[src/rtl/jsilicon_pkg.sv]
// Shared state encoding and framing constants for result_tx_scheduler.
// RESULT_TX_HEADER_EN adds the header states and a third byte per result.
package jsilicon_pkg;

    typedef enum logic [2:0] {
        ST_IDLE     = 3'd0,
        ST_SEND_HI  = 3'd1,
        ST_WAIT_HI  = 3'd2,
        ST_SEND_LO  = 3'd3,
        ST_WAIT_LO  = 3'd4
`ifdef RESULT_TX_HEADER_EN
        ,
        ST_SEND_HDR = 3'd5,
        ST_WAIT_HDR = 3'd6
`endif
    } tx_state_e;

    localparam logic [7:0] HDR_BYTE_DEFAULT = 8'hA5;

`ifdef RESULT_TX_HEADER_EN
    localparam int BYTES_PER_RESULT = 3;
`else
    localparam int BYTES_PER_RESULT = 2;
`endif

endpackage

[src/rtl/result_tx_scheduler_fifo.sv]
// Synchronous FIFO with registered occupancy count; head is read combinationally.
// Pushes on full and pops on empty are ignored.
module result_fifo #(
    parameter int DEPTH = 4,
    parameter int WIDTH = 16
) (
    input  logic                   clock,
    input  logic                   reset,
    input  logic                   push_i,
    input  logic [WIDTH-1:0]       push_data_i,
    input  logic                   pop_i,
    output logic [WIDTH-1:0]       head_o,
    output logic [$clog2(DEPTH):0] count_o,
    output logic                   full_o,
    output logic                   empty_o
);

    localparam int AW = $clog2(DEPTH);
    localparam int CW = AW + 1;

    logic [WIDTH-1:0] mem_q [DEPTH];
    logic [AW-1:0]    wr_ptr_q;
    logic [AW-1:0]    rd_ptr_q;
    logic [CW-1:0]    count_q;
    logic             do_push;
    logic             do_pop;

    assign full_o  = (count_q == CW'(DEPTH));
    assign empty_o = (count_q == '0);
    assign do_push = push_i && !full_o;
    assign do_pop  = pop_i && !empty_o;
    assign head_o  = mem_q[rd_ptr_q];
    assign count_o = count_q;

    // Storage is not reset: stale entries are unreachable once the pointers clear.
    always_ff @(posedge clock) begin
        if (do_push) begin
            mem_q[wr_ptr_q] <= push_data_i;
        end
    end

    always_ff @(posedge clock or posedge reset) begin
        if (reset) begin
            wr_ptr_q <= '0;
            rd_ptr_q <= '0;
            count_q  <= '0;
        end else begin
            if (do_push) begin
                wr_ptr_q <= wr_ptr_q + AW'(1);
            end
            if (do_pop) begin
                rd_ptr_q <= rd_ptr_q + AW'(1);
            end
            case ({do_push, do_pop})
                2'b10:   count_q <= count_q + CW'(1);
                2'b01:   count_q <= count_q - CW'(1);
                default: count_q <= count_q;
            endcase
        end
    end

endmodule

[src/rtl/result_tx_scheduler.sv]
// Queues 16-bit ALU results and sends each as hi/lo bytes over a shared UART.
// Define RESULT_TX_HEADER_EN to prefix every result with HDR_BYTE.
//
// state    | meaning
// IDLE     | nothing in flight; pops the FIFO head when ena and UART idle
// SEND_HDR | header start pulse (header build only)
// WAIT_HDR | guard cycle, then wait for UART idle (header build only)
// SEND_HI  | high-byte start pulse
// WAIT_HI  | guard cycle, then wait for UART idle
// SEND_LO  | low-byte start pulse
// WAIT_LO  | guard cycle, then wait; may pop the next result directly
module result_tx_scheduler
    import jsilicon_pkg::*;
#(
    parameter int FIFO_DEPTH = 4,
    parameter int DATA_W     = 16
`ifdef RESULT_TX_HEADER_EN
    ,
    parameter logic [7:0] HDR_BYTE = HDR_BYTE_DEFAULT
`endif
) (
    input  logic                        clock,
    input  logic                        reset,
    input  logic                        ena,
    input  logic                        res_valid,
    input  logic [DATA_W-1:0]           res_data,
    output logic                        res_ready,
    input  logic                        uart_busy,
    output logic                        uart_start,
    output logic [7:0]                  uart_data,
    output logic [$clog2(FIFO_DEPTH):0] fifo_count,
    output logic                        overflow,
    output logic                        idle
);

    localparam int CW = $clog2(FIFO_DEPTH) + 1;

    tx_state_e         state_q;
    logic              guard_q;
    logic              start_q;
    logic [7:0]        data_q;
    logic              ovf_q;
    logic              idle_q;
`ifdef RESULT_TX_HEADER_EN
    logic [DATA_W-1:0] hold_q;
`else
    logic [7:0]        hold_q;
`endif

    logic [DATA_W-1:0] head;
    logic [CW-1:0]     count;
    logic [CW-1:0]     count_next;
    logic              full;
    logic              empty;
    logic              push;
    logic              pop;
    logic              can_start;
    logic              to_idle;

    assign res_ready = ena && !full;
    assign push      = res_valid && res_ready;
    assign can_start = !empty && ena && !uart_busy;

    result_fifo #(
        .DEPTH(FIFO_DEPTH),
        .WIDTH(DATA_W)
    ) u_fifo (
        .clock      (clock),
        .reset      (reset),
        .push_i     (push),
        .push_data_i(res_data),
        .pop_i      (pop),
        .head_o     (head),
        .count_o    (count),
        .full_o     (full),
        .empty_o    (empty)
    );

    // A new result is only ever started from IDLE or at the end of WAIT_LO.
    always_comb begin
        pop     = 1'b0;
        to_idle = 1'b0;
        case (state_q)
            ST_IDLE: begin
                pop     = can_start;
                to_idle = !can_start;
            end
            ST_WAIT_LO: begin
                if (!guard_q && !uart_busy) begin
                    pop     = can_start;
                    to_idle = !can_start;
                end
            end
            default: ;
        endcase
        count_next = count + CW'(push) - CW'(pop);
    end

    always_ff @(posedge clock or posedge reset) begin
        if (reset) begin
            state_q <= ST_IDLE;
            guard_q <= 1'b0;
            start_q <= 1'b0;
            data_q  <= 8'h00;
            hold_q  <= '0;
            ovf_q   <= 1'b0;
            idle_q  <= 1'b1;
        end else begin
            start_q <= 1'b0;
            idle_q  <= to_idle && (count_next == '0);
            if (res_valid && !res_ready && ena) begin
                ovf_q <= 1'b1;
            end
            if (pop) begin
                start_q <= 1'b1;
`ifdef RESULT_TX_HEADER_EN
                hold_q  <= head;
                data_q  <= HDR_BYTE;
                state_q <= ST_SEND_HDR;
`else
                hold_q  <= head[7:0];
                data_q  <= head[DATA_W-1 -: 8];
                state_q <= ST_SEND_HI;
`endif
            end else begin
                case (state_q)
`ifdef RESULT_TX_HEADER_EN
                    ST_SEND_HDR: begin
                        state_q <= ST_WAIT_HDR;
                        guard_q <= 1'b1;
                    end
                    ST_WAIT_HDR: begin
                        if (guard_q) begin
                            guard_q <= 1'b0;
                        end else if (!uart_busy) begin
                            state_q <= ST_SEND_HI;
                            start_q <= 1'b1;
                            data_q  <= hold_q[DATA_W-1 -: 8];
                        end
                    end
`endif
                    ST_SEND_HI: begin
                        state_q <= ST_WAIT_HI;
                        guard_q <= 1'b1;
                    end
                    ST_WAIT_HI: begin
                        if (guard_q) begin
                            guard_q <= 1'b0;
                        end else if (!uart_busy) begin
                            state_q <= ST_SEND_LO;
                            start_q <= 1'b1;
                            data_q  <= hold_q[7:0];
                        end
                    end
                    ST_SEND_LO: begin
                        state_q <= ST_WAIT_LO;
                        guard_q <= 1'b1;
                    end
                    ST_WAIT_LO: begin
                        if (guard_q) begin
                            guard_q <= 1'b0;
                        end else if (!uart_busy) begin
                            state_q <= ST_IDLE;
                        end
                    end
                    default: state_q <= ST_IDLE;
                endcase
            end
        end
    end

    assign uart_start = start_q;
    assign uart_data  = data_q;
    assign fifo_count = count;
    assign overflow   = ovf_q;
    assign idle       = idle_q;

endmodule

[config.mk]
export PLATFORM = sky130hd
export DESIGN_NAME = result_tx_scheduler
export DESIGN_NICKNAME = d
export VERILOG_FILES = /design/src/rtl/jsilicon_pkg.sv /design/src/rtl/result_tx_scheduler_fifo.sv /design/src/rtl/result_tx_scheduler.sv
export SDC_FILE = /design/constraint.sdc
export NUM_CORES = 1
export LEC_CHECK = 0
export ABC_AREA = 1
export CAP_MARGIN = 40
export CORE_ASPECT_RATIO = 1.25
export CORE_UTILIZATION = 61
export DETAILED_ROUTE_END_ITERATION = 10
export HOLD_SLACK_MARGIN = 0.1
export PLACE_DENSITY = 0.84
export SYNTH_ARGS = -nofsm -noshare
export SYNTH_HDL_FRONTEND = slang
export SYNTH_SLANG_ARGS = --single-unit
[constraint.sdc]
create_clock -name clock -period 5.5 [get_ports clock]
set_input_delay 0.825 -clock clock [delete_from_list [all_inputs] [get_ports clock]]
set_output_delay 0.825 -clock clock [all_outputs]
set_load 0.005 [all_outputs]
After elaboration in Yosys (flattened, before gate mapping):

Memories as Yosys holds them, arrays and structs flattened.
Index checks and enable logic that the tools add are counted.

* bits in writable memories: 64
* logic and storage cells: 80
* register bits: 30
* input port bits: 21
* output and inout bits: 15
* memories kept: 1

Memories
* u_fifo.mem_q: words 4, bits a word 16, rd ports 1, clocked after Yosys merged registers in 0, wr ports 1, line result_tx_scheduler_fifo.sv:21 `logic [WIDTH-1:0] mem_q [DEPTH];`

* reduce and logical (&&, ||, !) cells: 27
* muxes and demuxes: 22
* bitwise gates (word level): 1
* $add $sub $neg: 6
* equal/unequal tests: 13

Operator list (number)
* 8-bit two-way mux: 4
* 3-bit two-way mux: 5
* 3-bit by 2-bit != test with 1-bit output, second input constant: 4
* 3-bit case mux with 4 select lines: 1
* 1-bit logical AND: 10
* 3-bit logical NOT: 3
* 1-bit two-way mux: 8
* 3-bit by 2-bit == test with 1-bit output, second input constant: 2
* 3-bit == test, second input constant: 2
* 1-bit logical NOT: 6
* 1-bit case mux with 2 select lines: 3
* 3-bit case mux with 2 select lines: 1
* 2-bit nonzero test: 3
* 2-bit by 1-bit adder with 2-bit output, second input constant: 2
* 2-bit by 1-bit != test with 1-bit output, second input constant: 2
* 4-bit AND reduction: 1
* 2-bit OR reduction: 2
* 3-bit by 1-bit adder with 3-bit output: 1
* 3-bit by 1-bit adder with 3-bit output, second input constant: 1
* 3-bit by 1-bit == test with 1-bit output, second input constant: 1
* 3-bit AND reduction: 1
* 3-bit by 1-bit subtractor with 3-bit output: 1
* 3-bit by 1-bit subtractor with 3-bit output, second input constant: 1
* 2-bit by 1-bit == test with 1-bit output, second input constant: 1
* other kinds (3): 3

Longest topological paths before layout:

Gate-level depths: netlist (run 1).

* word-level depth: 9
* mapped depth: 13
* mapped depth without buffers: 12

By module:

From an unflattened synthesis (run 1), not the netlist that was laid out.

* cells, all modules: 380
* area total of the unflattened synthesis: 4187.8 µm²

Modules (own cells, without submodules)
* result_fifo: times used 1, seq. area each 2097.0 µm², cells each 249, area an instance 3041.7 µm²
* result_tx_scheduler: times used 1, seq. area each 576.8 µm², cells each 131, area an instance 1146.1 µm²

Least setup slack after synthesis (run 1):

Ideal clock, no wire load.

* kind: input -> register
* from: in uart_busy
* to: reg idle_q, in the netlist idle
* stages: 12
* required time: 5.433 ns
* path buffers: 1
* arrival: 2.369 ns
* library setup time: 0.067 ns
* setup slack: 3.064 ns
* cell sequence: nor2_2 > nor2_1 > nor2_2 > nand2_4 > buf_6 > nand2_1 > nand2_1 > ha_1 > fa_1 > nor2_1 > nand3_1 > nor2_1

* word-level cells in the longest chain between the ends: 7
* elaborated cells between the ends (all ways): 11
* those cells by class: add/sub (1); mux (4); reduce/logical (6)

Ends and longest elaborated chain
* from (decl): line result_tx_scheduler.sv:28 `input logic uart_busy,`
* 1-bit logical NOT (*)
* 1-bit logical AND (on tied branches): line result_tx_scheduler.sv:62, result_tx_scheduler.sv:89
* 1-bit two-way mux: line result_tx_scheduler.sv:89 `if (!guard_q && !uart_busy) begin`
* 1-bit case mux with 2 select lines: line result_tx_scheduler.sv:83 `case (state_q)`
* 3-bit by 1-bit subtractor with 3-bit output: line result_tx_scheduler.sv:96 `count_next = count + CW'(push) - CW'(pop);`
* 3-bit logical NOT: line result_tx_scheduler.sv:110 `idle_q <= to_idle && (count_next == '0);`
* 1-bit logical AND (*): line result_tx_scheduler.sv:110
* to (signal assigned): line result_tx_scheduler.sv:110
* to (decl): line result_tx_scheduler.sv:43 `logic idle_q;`

Every way passes the cells marked *; elsewhere a longest branch is shown, timed or not.
A chain may end at the register's enable or synchronous reset.

Worst setup path in the final report (run 1):

Ends and elaborated chain as after synthesis.

==> results of run 1 <==
==> cell type report <==
class / count / area share (%)
Sequential cell: 94 / 56.6
Multi-Input combinational cell: 220 / 23.4
Timing Repair Buffer: 41 / 9.00
Inverter: 54 / 4.29
Clock buffer: 10 / 2.70
Tap cell: 85 / 2.25
Clock inverter: 6 / 1.83
==> state kept, by name, summed over array words and instances, names as in the netlist <==
signal / count
overflow: 1
guard_q: 1
uart_start: 1
u_fifo.rd_ptr_q: 2
u_fifo.wr_ptr_q: 2
uart_data: 8
hold_q: 8
u_fifo.count_o: 3
state_q: 3
u_fifo.mem_q: 64
idle: 1
==> power by group through the flow <==
| stage | clock [mW] | combinational [mW] | sequential (mW) |
|---|---|---|---|
| after global routing | 0.524 | 0.926 | 1.02 |
| after detailed placement | 0 | 0.814 | 1.02 |
| final | 0.489 | 0.819 | 1.01 |
| after floorplan | 0 | 0.570 | 0.991 |
| after global placement | 0 | 0.759 | 1.02 |
| after CTS | 0.492 | 0.824 | 1.01 |
==> stage by stage <==
stage	worst slack (ns)	power (mW)	hold slack, ns	area, um2	cells
final	2.56	2.32	0.480	4730	510
after CTS	2.58	2.32	0.489	4730	510
after global placement	2.39	1.77	0.462	4450	490
after global routing	2.42	2.47	0.513	4730	510
after detailed placement	2.22	1.84	0.469	4510	494
after floorplan	3.06	1.56	0.444	4060	381
==> cell usage in the layout (no fill, tap or decap), types with 2 or more instances in the layout <==
cell / Yosys / routed
nand2_4: 2 / 2
o22ai_1: 8 / 8
inv_1: 49 / 49
nor2_2: 4 / 7
clkinv_2: 0 / 2
nand2_2: 3 / 3
clkbuf_8: 0 / 9
fa_1: 2 / 2
o21ai_0: 20 / 20
nand3_1: 28 / 28
bufinv_16: 0 / 2
nand2_1: 108 / 108
xor2_1: 6 / 6
dfrtp_1: 29 / 29
buf_4: 2 / 2
nor2_4: 2 / 2
ha_1: 6 / 6
clkdlybuf4s50_1: 0 / 35
edfxtp_1: 64 / 64
inv_2: 5 / 5
a21oi_1: 2 / 2
buf_8: 0 / 4
xnor2_1: 2 / 2
nor2_1: 23 / 20
==> routing by layer <==
metal | global-route usage, % | part of all wire [%] | up-vias
li1 | - | - | 1307
met1 | 32.9 | 42 | 1347
met2 | 42.6 | 52 | 76
met3 | 5.06 | 3.7 | 17
met4 | 10.8 | 2.4 | 0
met5 | 0 | 0 | -
==> path summary, 6_finish.rpt <==
| check | start | to | cells past startpoint | slack [ns] |
|---|---|---|---|---|
| setup / recovery | uart_busy | idle$_DFF_PP1_ | 11 | 2.56 |
| hold / removal | overflow$_DFFE_PP0P_ | overflow$_DFFE_PP0P_ | 1 | 0.48 |
| setup reg to reg | guard_q$_DFFE_PP0P_ | idle$_DFF_PP1_ | 10 | 3.11 |
| hold reg to reg | overflow$_DFFE_PP0P_ | overflow$_DFFE_PP0P_ | 1 | 0.48 |
| max in group asynchronous | reset | u_fifo.rd_ptr_q[1]$_DFFE_PP0P_ | 3 | 4.12 |
| min in group asynchronous | reset | overflow$_DFFE_PP0P_ | 2 | 0.85 |
==> kinds of logic after synthesis <==
| logic type | Yosys count | synth area share (%) |
|---|---|---|
| flops | 94 | 65.9 |
| compound gates | 33 | 4.47 |
| xor+xnor | 8 | 1.73 |
| buf+inv | 67 | 7.03 |
| simple gates | 171 | 18.0 |
| fa+ha+maj | 8 | 2.84 |
==> flow_summary.toml, run 1 <==
[clock_tree]
cts_inserted_buffers = 9
cts_hold_buf = 0
ctsLongestPathBuffers = 2
htreeDepth = 3
numClockSinks = 94
cts_setup_buffers = 0
clock_latency_ns = 0.36
ctsResizeCount = 0
cts_tree = "built"
clk_pin_slew_worst_paths_ns = 0.08
cts-root-buf = "clkbuf_8"

[timing]
finClkSkew_ns = 0.00486
rsz0062_at_grt = "no"
hold_violations = 0
layout_min_cycle_time_ns = 2.94
finalCritPeriodShare_pct = 53.5
final-setup-viol-count = 0
report.final.slew_viol_count = 0
worstMarginPinSlew_ns = 0.664
fin_setup_tns_ns = 0
relSlewSlack_pct = 55.7
max_freq_ghz = 0.340

[worst_setup_path]
required_ns = 5.80
arrival_ns = 3.24
critPathBufInv = 1
start_kind = "primary input"
cpPeakStageDelay_ns = 0.47
worstPathCellList = "clkdlybuf4s50_1 > o21ai_0 > nand2_1 > nor2_4 > nand2_1 > nand2_1 > ha_1 > fa_1 > nor2_1 > nand3_1 > nor2_1"
crit_type = "in -> reg"
slowest_stage = "clkdlybuf4s50_1"
crit_path_end_kind = "flop"
critPathTopFamily = "simple AND/OR/NAND/NOR gates"
crit_top_cell = "nand2_1"
crit_fanout = 21

[final_layout]
nNetsFinal = 449
diodes = 0
final_util_pct = 75.2
fillers = 418
seq_area_um2 = 2670
multiInputGateArea_um2 = 1100
drive_above_1_share_pct = 10.1
area_growth_pct = 16.5

[logic_synthesis]
syn_avg_cell_area_um2 = 10.6
synthCells = 381
synth_edf_count = 64
synth_top_cell_by_area = "edfxtp_1"
ys_seq_elements = 94
yosysWarnings = 0
synth_fp_nets = 410
synth_cell_type_count = 26
synth_area_leaders = "edfxtp_1 (47%), dfrtp_1 (18%), nand2_1 (10%)"
synth_most_common_cell = "nand2_1"
postSynth.asyncResetShare_pct = 31.9
ys_top_cells_by_count = "nand2_1 (108), edfxtp_1 (64), inv_1 (49), dfrtp_1 (29), nand3_1 (28)"
synth_top_area_share_pct = 47.4
synth_flop_cell = "edfxtp_1"
netlist_area_um2 = 4060
seq_area_frac_synth_pct = 65.9

[place]
gp_congestion = 0.796
hpwl_um = 5190
io_buffer_count = 35

[pwr]
p_sw_mw = 0.830
power_frac_comb_pct = 35.4
peakVddDrop_uv = 236
p_clk_share_pct = 21.1
power.density_nw_per_um2 = 490
seq_power_share_pct = 43.5
p_leak_nw = 2.06
switching_share_pct = 35.8
intPower_mw = 1.49

[global_route]
grt_overflow_total = 0
antenna_found_initial = 0
grt_max_degree = 36
grt_pass1_vias = 2757
grt_use_total_pct = 25.8
grt_pass1_wl_um = 13100

[die]
die_area_um2 = 6980
fp.coreArea_um2 = 6290
initial_core_util_pct = 64.5
die_w_um = 74.9
num_rows = 32
die_h_um = 93.2
pin_count = 36

[route]
antenna_left = 0
drtPass1Iterations = 5
routed_wl_um = 7750
drt_iter0_markers = 223
via_count = 2747
vias_per_cell = 5.39
wl_per_cell_um = 15.2
drc = 0

[status]
status = "finished, final reports clean"

[worst_hold_path]
hp-class = "reg -> reg"

[flow_run]
drv_cap = 0
(Power assumes the default switching activity.)
==> run 2, diff against run 1 <==
Settings changed: CORE_UTILIZATION 61 to 57, PLACE_DENSITY 0.84 to 0.79.
Clock period 5.5 ns to 2.9 ns, I/O delays scaled along.
==> run 2 against run 1 <==
Net effect:
- the run now ends with DRC left
- clock skew up 0.0051 ns
- via count is 2.4% lower
- first-iteration DRC count decreased by 9.4%
- core utilization fell by 7.3 points
- routed wire length fell by 1.1%
- critical path type unchanged
- highest routed layer unchanged
==> flow_summary.toml, run 2 (synthesis gave the netlist of run 1 again) <==
[pwr]
power.density_nw_per_um2 = 919
p_clk_share_pct = 20.7
p_sw_mw = 1.52
seq_power_share_pct = 44.4
intPower_mw = 2.80
power_frac_comb_pct = 34.9
switching_share_pct = 35.2
peakVddDrop_uv = 482
p_leak_nw = 2.07

[route]
drc = 1
routed_wl_um = 7660
drtPass1Iterations = 8
via_count = 2680
drt_iter0_markers = 202
antenna_left = 0
vias_per_cell = 5.18
wl_per_cell_um = 14.8

[flow_run]
drv_cap = 0

[clock_tree]
cts_tree = "built"
clk_pin_slew_worst_paths_ns = 0.09
ctsLongestPathBuffers = 2
ctsResizeCount = 0
cts_hold_buf = 0
clock_latency_ns = 0.35
cts-root-buf = "clkbuf_8"
cts_inserted_buffers = 9
cts_setup_buffers = 0
numClockSinks = 94
htreeDepth = 3

[place]
gp_congestion = 0.783
placed_area_um2 = 4500
io_buffer_count = 35
hpwl_um = 5040

[worst_setup_path]
critPathTopFamily = "simple AND/OR/NAND/NOR gates"
cpPeakStageDelay_ns = 0.46
critical_path.startpoint = "uart_busy"
arrival_ns = 2.56
crit_path_end_kind = "flop"
critPathBufInv = 1
crit_fanout = 19
crit_top_cell = "nor2_1"
start_kind = "primary input"
crit_type = "in -> reg"
worstPathCellList = "clkdlybuf4s50_1 > nor2_2 > nor2_1 > nor2_2 > nand2_4 > nand2_1 > nand2_1 > ha_1 > fa_1 > nor2_1 > nand3_1 > nor2_1"
slowest_stage = "clkdlybuf4s50_1"
required_ns = 3.18
reg2reg_from = "state_q[0]$_DFFE_PP0P_"

[final_layout]
drive_above_1_share_pct = 9.60
largest_register_ff_count = 64
mostFrequentLayoutCells = "nand2_1 (108), edfxtp_1 (64), inv_1 (49)"
final_common_cell = "nand2_1"
area_growth_pct = 16.0
diodes = 0
nNetsFinal = 451
design_area_um2 = 4710
regMostFlops = "u_fifo.mem_q"

[worst_hold_path]
hp-class = "in -> async"

[timing]
relSlewSlack_pct = 57.2
max_freq_ghz = 0.439
fin_setup_tns_ns = 0
hold_violations = 0
rsz0062_at_grt = "no"
final-setup-viol-count = 0
finalCritPeriodShare_pct = 78.5
report.final.slew_viol_count = 0
worstMarginPinSlew_ns = 0.642
finClkSkew_ns = 0.00999
layout_min_cycle_time_ns = 2.28

[die]
fp.coreArea_um2 = 6930
die_area_um2 = 7460
die_w_um = 77.5
initial_core_util_pct = 58.5
num_rows = 34
pin_count = 36
die_h_um = 96.3

[global_route]
grt_pass1_wl_um = 12600
grt_max_degree = 36
grt_overflow_total = 0
grt_use_total_pct = 23.0
grt_pass1_vias = 2728
antenna_found_initial = 0

[status]
status = "complete, but fails checks"
violations = "DRC"
## run 2: changes by cell type in the layout (fill, tap and decap cells not counted), sizes merged
cell      delta
clkbuf       +3
clkinv       -1
clkinvlp     -1
bufinv       -1
buf          +2
## run 2: layout make-up
cell class / count / area, um2
sequential: 94 / 2670
fill: 512 / 2230
multi-input combinational: 220 / 1100
timing repair buffer: 43 / 410
inverter: 54 / 203
clock buffer: 13 / 170
tap: 90 / 113
clock inverter: 3 / 40.0
## run 2: worst min-delay path, cell delays in order
cell and delay (ns):
clkdlybuf4s50_1 0.40, inv_1 0.05, buf_4 0.34
## run 2: routing by layer
layer	GRT usage (%)	up-vias	share of wire (%)
li1	-	1307	-
met1	25.6	1292	40
met2	41.1	69	54
met3	4.55	12	4.1
met4	13.7	0	1.6
met5	0	-	0
## run 2: power groups by stage
| stage | combinational (mW) | clock, mW | sequential, mW |
|---|---|---|---|
| finish | 1.51 | 0.896 | 1.92 |
| CTS | 1.53 | 0.913 | 1.92 |
| detailed placement | 1.51 | 0 | 1.95 |
| global route | 1.71 | 0.970 | 1.95 |
| global placement | 1.45 | 0 | 1.93 |
| floorplan | 1.08 | 0 | 1.88 |
## run 2: final timing paths
path,end,slack [ns],cells after the start
setup / recovery,idle$_DFF_PP1_,0.62,12
hold / removal,u_fifo.wr_ptr_q[0]$_DFFE_PP0P_,0.45,3
setup reg to reg,idle$_DFF_PP1_,0.74,11
hold reg to reg,overflow$_DFFE_PP0P_,0.47,1
max in group asynchronous,idle$_DFF_PP1_,2.13,3
min in group clock,overflow$_DFFE_PP0P_,0.47,1
## run 2: through the flow
stage | util (%) | power (mW) | hold slack (ns) | std cells | setup WS, ns
6_report | 67.9 | 4.32 | 0.448 | 517 | 0.623
5_1_grt | 67.9 | 4.63 | 0.485 | 517 | 0.437
4_1_cts | 67.9 | 4.36 | 0.454 | 517 | 0.631
3_5_place_dp | 64.9 | 3.46 | 0.455 | 501 | 0.267
3_3_place_gp | 64.9 | 3.38 | 0.457 | 501 | 0.343
2_1_floorplan | - | 2.96 | 0.444 | 381 | 0.854
==> run 3, diff against run 2 <==
Settings changed: CORE_UTILIZATION 57 to 51, PLACE_DENSITY 0.79 to 0.75.
Clock period 2.9 ns to 1.8 ns, I/O delays scaled along.
==> run 3 against run 2 <==
Net effect:
- the flow finishes with violations (setup timing)
- combinational power is 110% higher
- non-clock buffer count increased by 30
- sequential power rose by 56%
- worst hold slack got worse by 0.20 ns
- die area grew 11%
- sequential cell count stayed put
- critical path depth shrank 1
- first-iteration DRC count fell by 6.4%
- critical endpoint unchanged
- highest routed layer unchanged
==> flow_summary.toml, run 3 (synthesis gave the netlist of run 1 again) <==
[route]
antenna_left = 0
drt_iter0_markers = 189
routed_wl_um = 8030
wl_per_cell_um = 14.5
drtPass1Iterations = 5
vias_per_cell = 5.06
drc = 0
via_count = 2793

[clock_tree]
clk_pin_slew_worst_paths_ns = 0.09
numClockSinks = 94
cts_tree = "built"
cts_inserted_buffers = 9
cts-root-buf = "clkbuf_8"
ctsLongestPathBuffers = 2
clock_latency_ns = 0.36
htreeDepth = 3
cts_hold_buf = 0

[die]
num_rows = 36
fp.coreArea_um2 = 7750
die_h_um = 102
pin_count = 36
die_area_um2 = 8320
die_w_um = 81.8
initial_core_util_pct = 52.4

[place]
dp.cells = 527
placed_area_um2 = 4740
io_buffer_count = 35
hpwl_um = 5110
gp_congestion = 0.730
dp_slack_ns = -0.430

[final_layout]
area_growth_pct = 25.4
design_area_um2 = 5080
fillers = 552
drive_above_1_share_pct = 19.9
largest_register_ff_count = 64
stdcell_count = 552
final_util_pct = 65.6
nNetsFinal = 481
regMostFlops = "u_fifo.mem_q"
diodes = 0
mostFrequentLayoutCells = "nand2_1 (101), edfxtp_1 (64), inv_1 (47)"
final_common_cell = "nand2_1"

[worst_setup_path]
crit_fanout = 3
critical_path.startpoint = "state_q[0]$_DFFE_PP0P_"
required_ns = 2.10
crit_path_end_kind = "flop"
start_kind = "flop"
endpoint = "idle$_DFF_PP1_"
arrival_ns = 2.20
r2r_setup_slack_ns = -0.10
ff2ff_path_depth = 11
reg2reg_from = "state_q[0]$_DFFE_PP0P_"
crit_type = "reg -> reg"
r2r-end = "idle$_DFF_PP1_"

[timing]
layout_min_cycle_time_ns = 1.90
fin_ws_ns = -0.100
max_freq_ghz = 0.526
relSlewSlack_pct = 77.9
hold_violations = 0
rsz0062_at_grt = "yes"
final-setup-viol-count = 2
report.final.slew_viol_count = 0
finClkSkew_ns = 0.00438
finalCritPeriodShare_pct = 106
worstMarginPinSlew_ns = 0.331

[global_route]
grt_pass1_wl_um = 13000
grt_pass1_vias = 2834
grt_max_degree = 35
antenna_found_initial = 0
grt_overflow_total = 0
grt_use_total_pct = 21.6

[pwr]
peakVddDrop_uv = 1060
power.density_nw_per_um2 = 1470
p_total_mw = 7.47
p_leak_nw = 2.25

[flow_run]
drv_cap = 0

[status]
status = "complete, but fails checks"
violations = "setup timing"

[worst_hold_path]
hp-class = "in -> async"
[run 3: cell count changes in the layout (fill, tap and decap cells not counted), moves of 3 or more]
cell / previous run / this run
buf_12: 0 / 5
buf_4: 8 / 32
nor2_1: 23 / 19
nor2_4: 2 / 5
nand2_2: 3 / 9
o21ai_0: 20 / 17
nand2_1: 108 / 101
clkdlybuf4s50_1: 35 / 32
[run 3: timing repair]
| action | in CTS | in global routing |
|---|---|---|
| hold endpoints to repair | 0 | 0 |
| setup buffers | 5 | 4 |
| gates resized for setup | 10 | 19 |
| endpoints found under the setup margin | 4 | 52 |
| pin swaps | 9 | 10 |
[run 3: routing by layer]
layer / part of all wire [%] / GRT usage (%) / up-vias
li1: - / - / 1372
met1: 40 / 24.4 / 1336
met2: 53 / 37.5 / 71
met3: 4.7 / 4.05 / 14
met4: 1.9 / 12.1 / 0
met5: 0 / 0 / -
[run 3: how the worst min path moves through the flow]
| stage | startpoint | end | cells past startpoint |
|---|---|---|---|
| 2_1_floorplan | reset | guard_q$_DFFE_PP0P_ | 1 |
| 3_3_place_gp | hold_q[0]$_DFFE_PP0P_ | hold_q[0]$_DFFE_PP0P_ | 2 |
| 3_5_place_dp | hold_q[0]$_DFFE_PP0P_ | hold_q[0]$_DFFE_PP0P_ | 2 |
| 4_1_cts | reset | u_fifo.count_o[1]$_DFFE_PP0P_ | 3 |
| 5_1_grt | reset | uart_data[1]$_DFFE_PP0P_ | 3 |
| 6_report | reset | uart_data[0]$_DFFE_PP0P_ | 3 |
[run 3: layout make-up]
cell class	count	area [um2]	share of cell area [%]
multi-input cells	220	1190	23.4
repair buffers	73	707	13.9
clock inverters	7	65.1	1.28
well taps	95	119	2.34
flip-flops and latches	94	2670	52.6
clock buffers	9	124	2.44
inverters	54	205	4.04
[run 3: critical path, stage by stage, from the launching register on]
cell and delay, ns:
dfrtp_1 0.42, nor2_4 0.16, inv_2 0.07, nor2_4 0.14, nand2_4 0.06, nand2_2 0.06, nand2_2 0.06, ha_4 0.16
fa_1 0.42, nor2_1 0.11, nand3_1 0.07, nor2_1 0.11
[run 3: where the power goes]
| group | internal (mW) | switching [mW] | total, mW |
|---|---|---|---|
| clock | 0.632 | 0.708 | 1.34 |
| combinational | 1.39 | 1.75 | 3.15 |
| sequential | 2.78 | 0.205 | 2.99 |
| total | 4.81 | 2.66 | 7.47 |
[run 3: stage by stage]
| step | hold slack, ns | setup TNS [ns] |
|---|---|---|
| after floorplan | 0.360 | -8.98 |
| after global placement | 0.457 | -9.84 |
| after detailed placement | 0.460 | -12.42 |
| after CTS | 0.245 | -0.144 |
| after global routing | 0.300 | -0.348 |
| final | 0.250 | -0.187 |
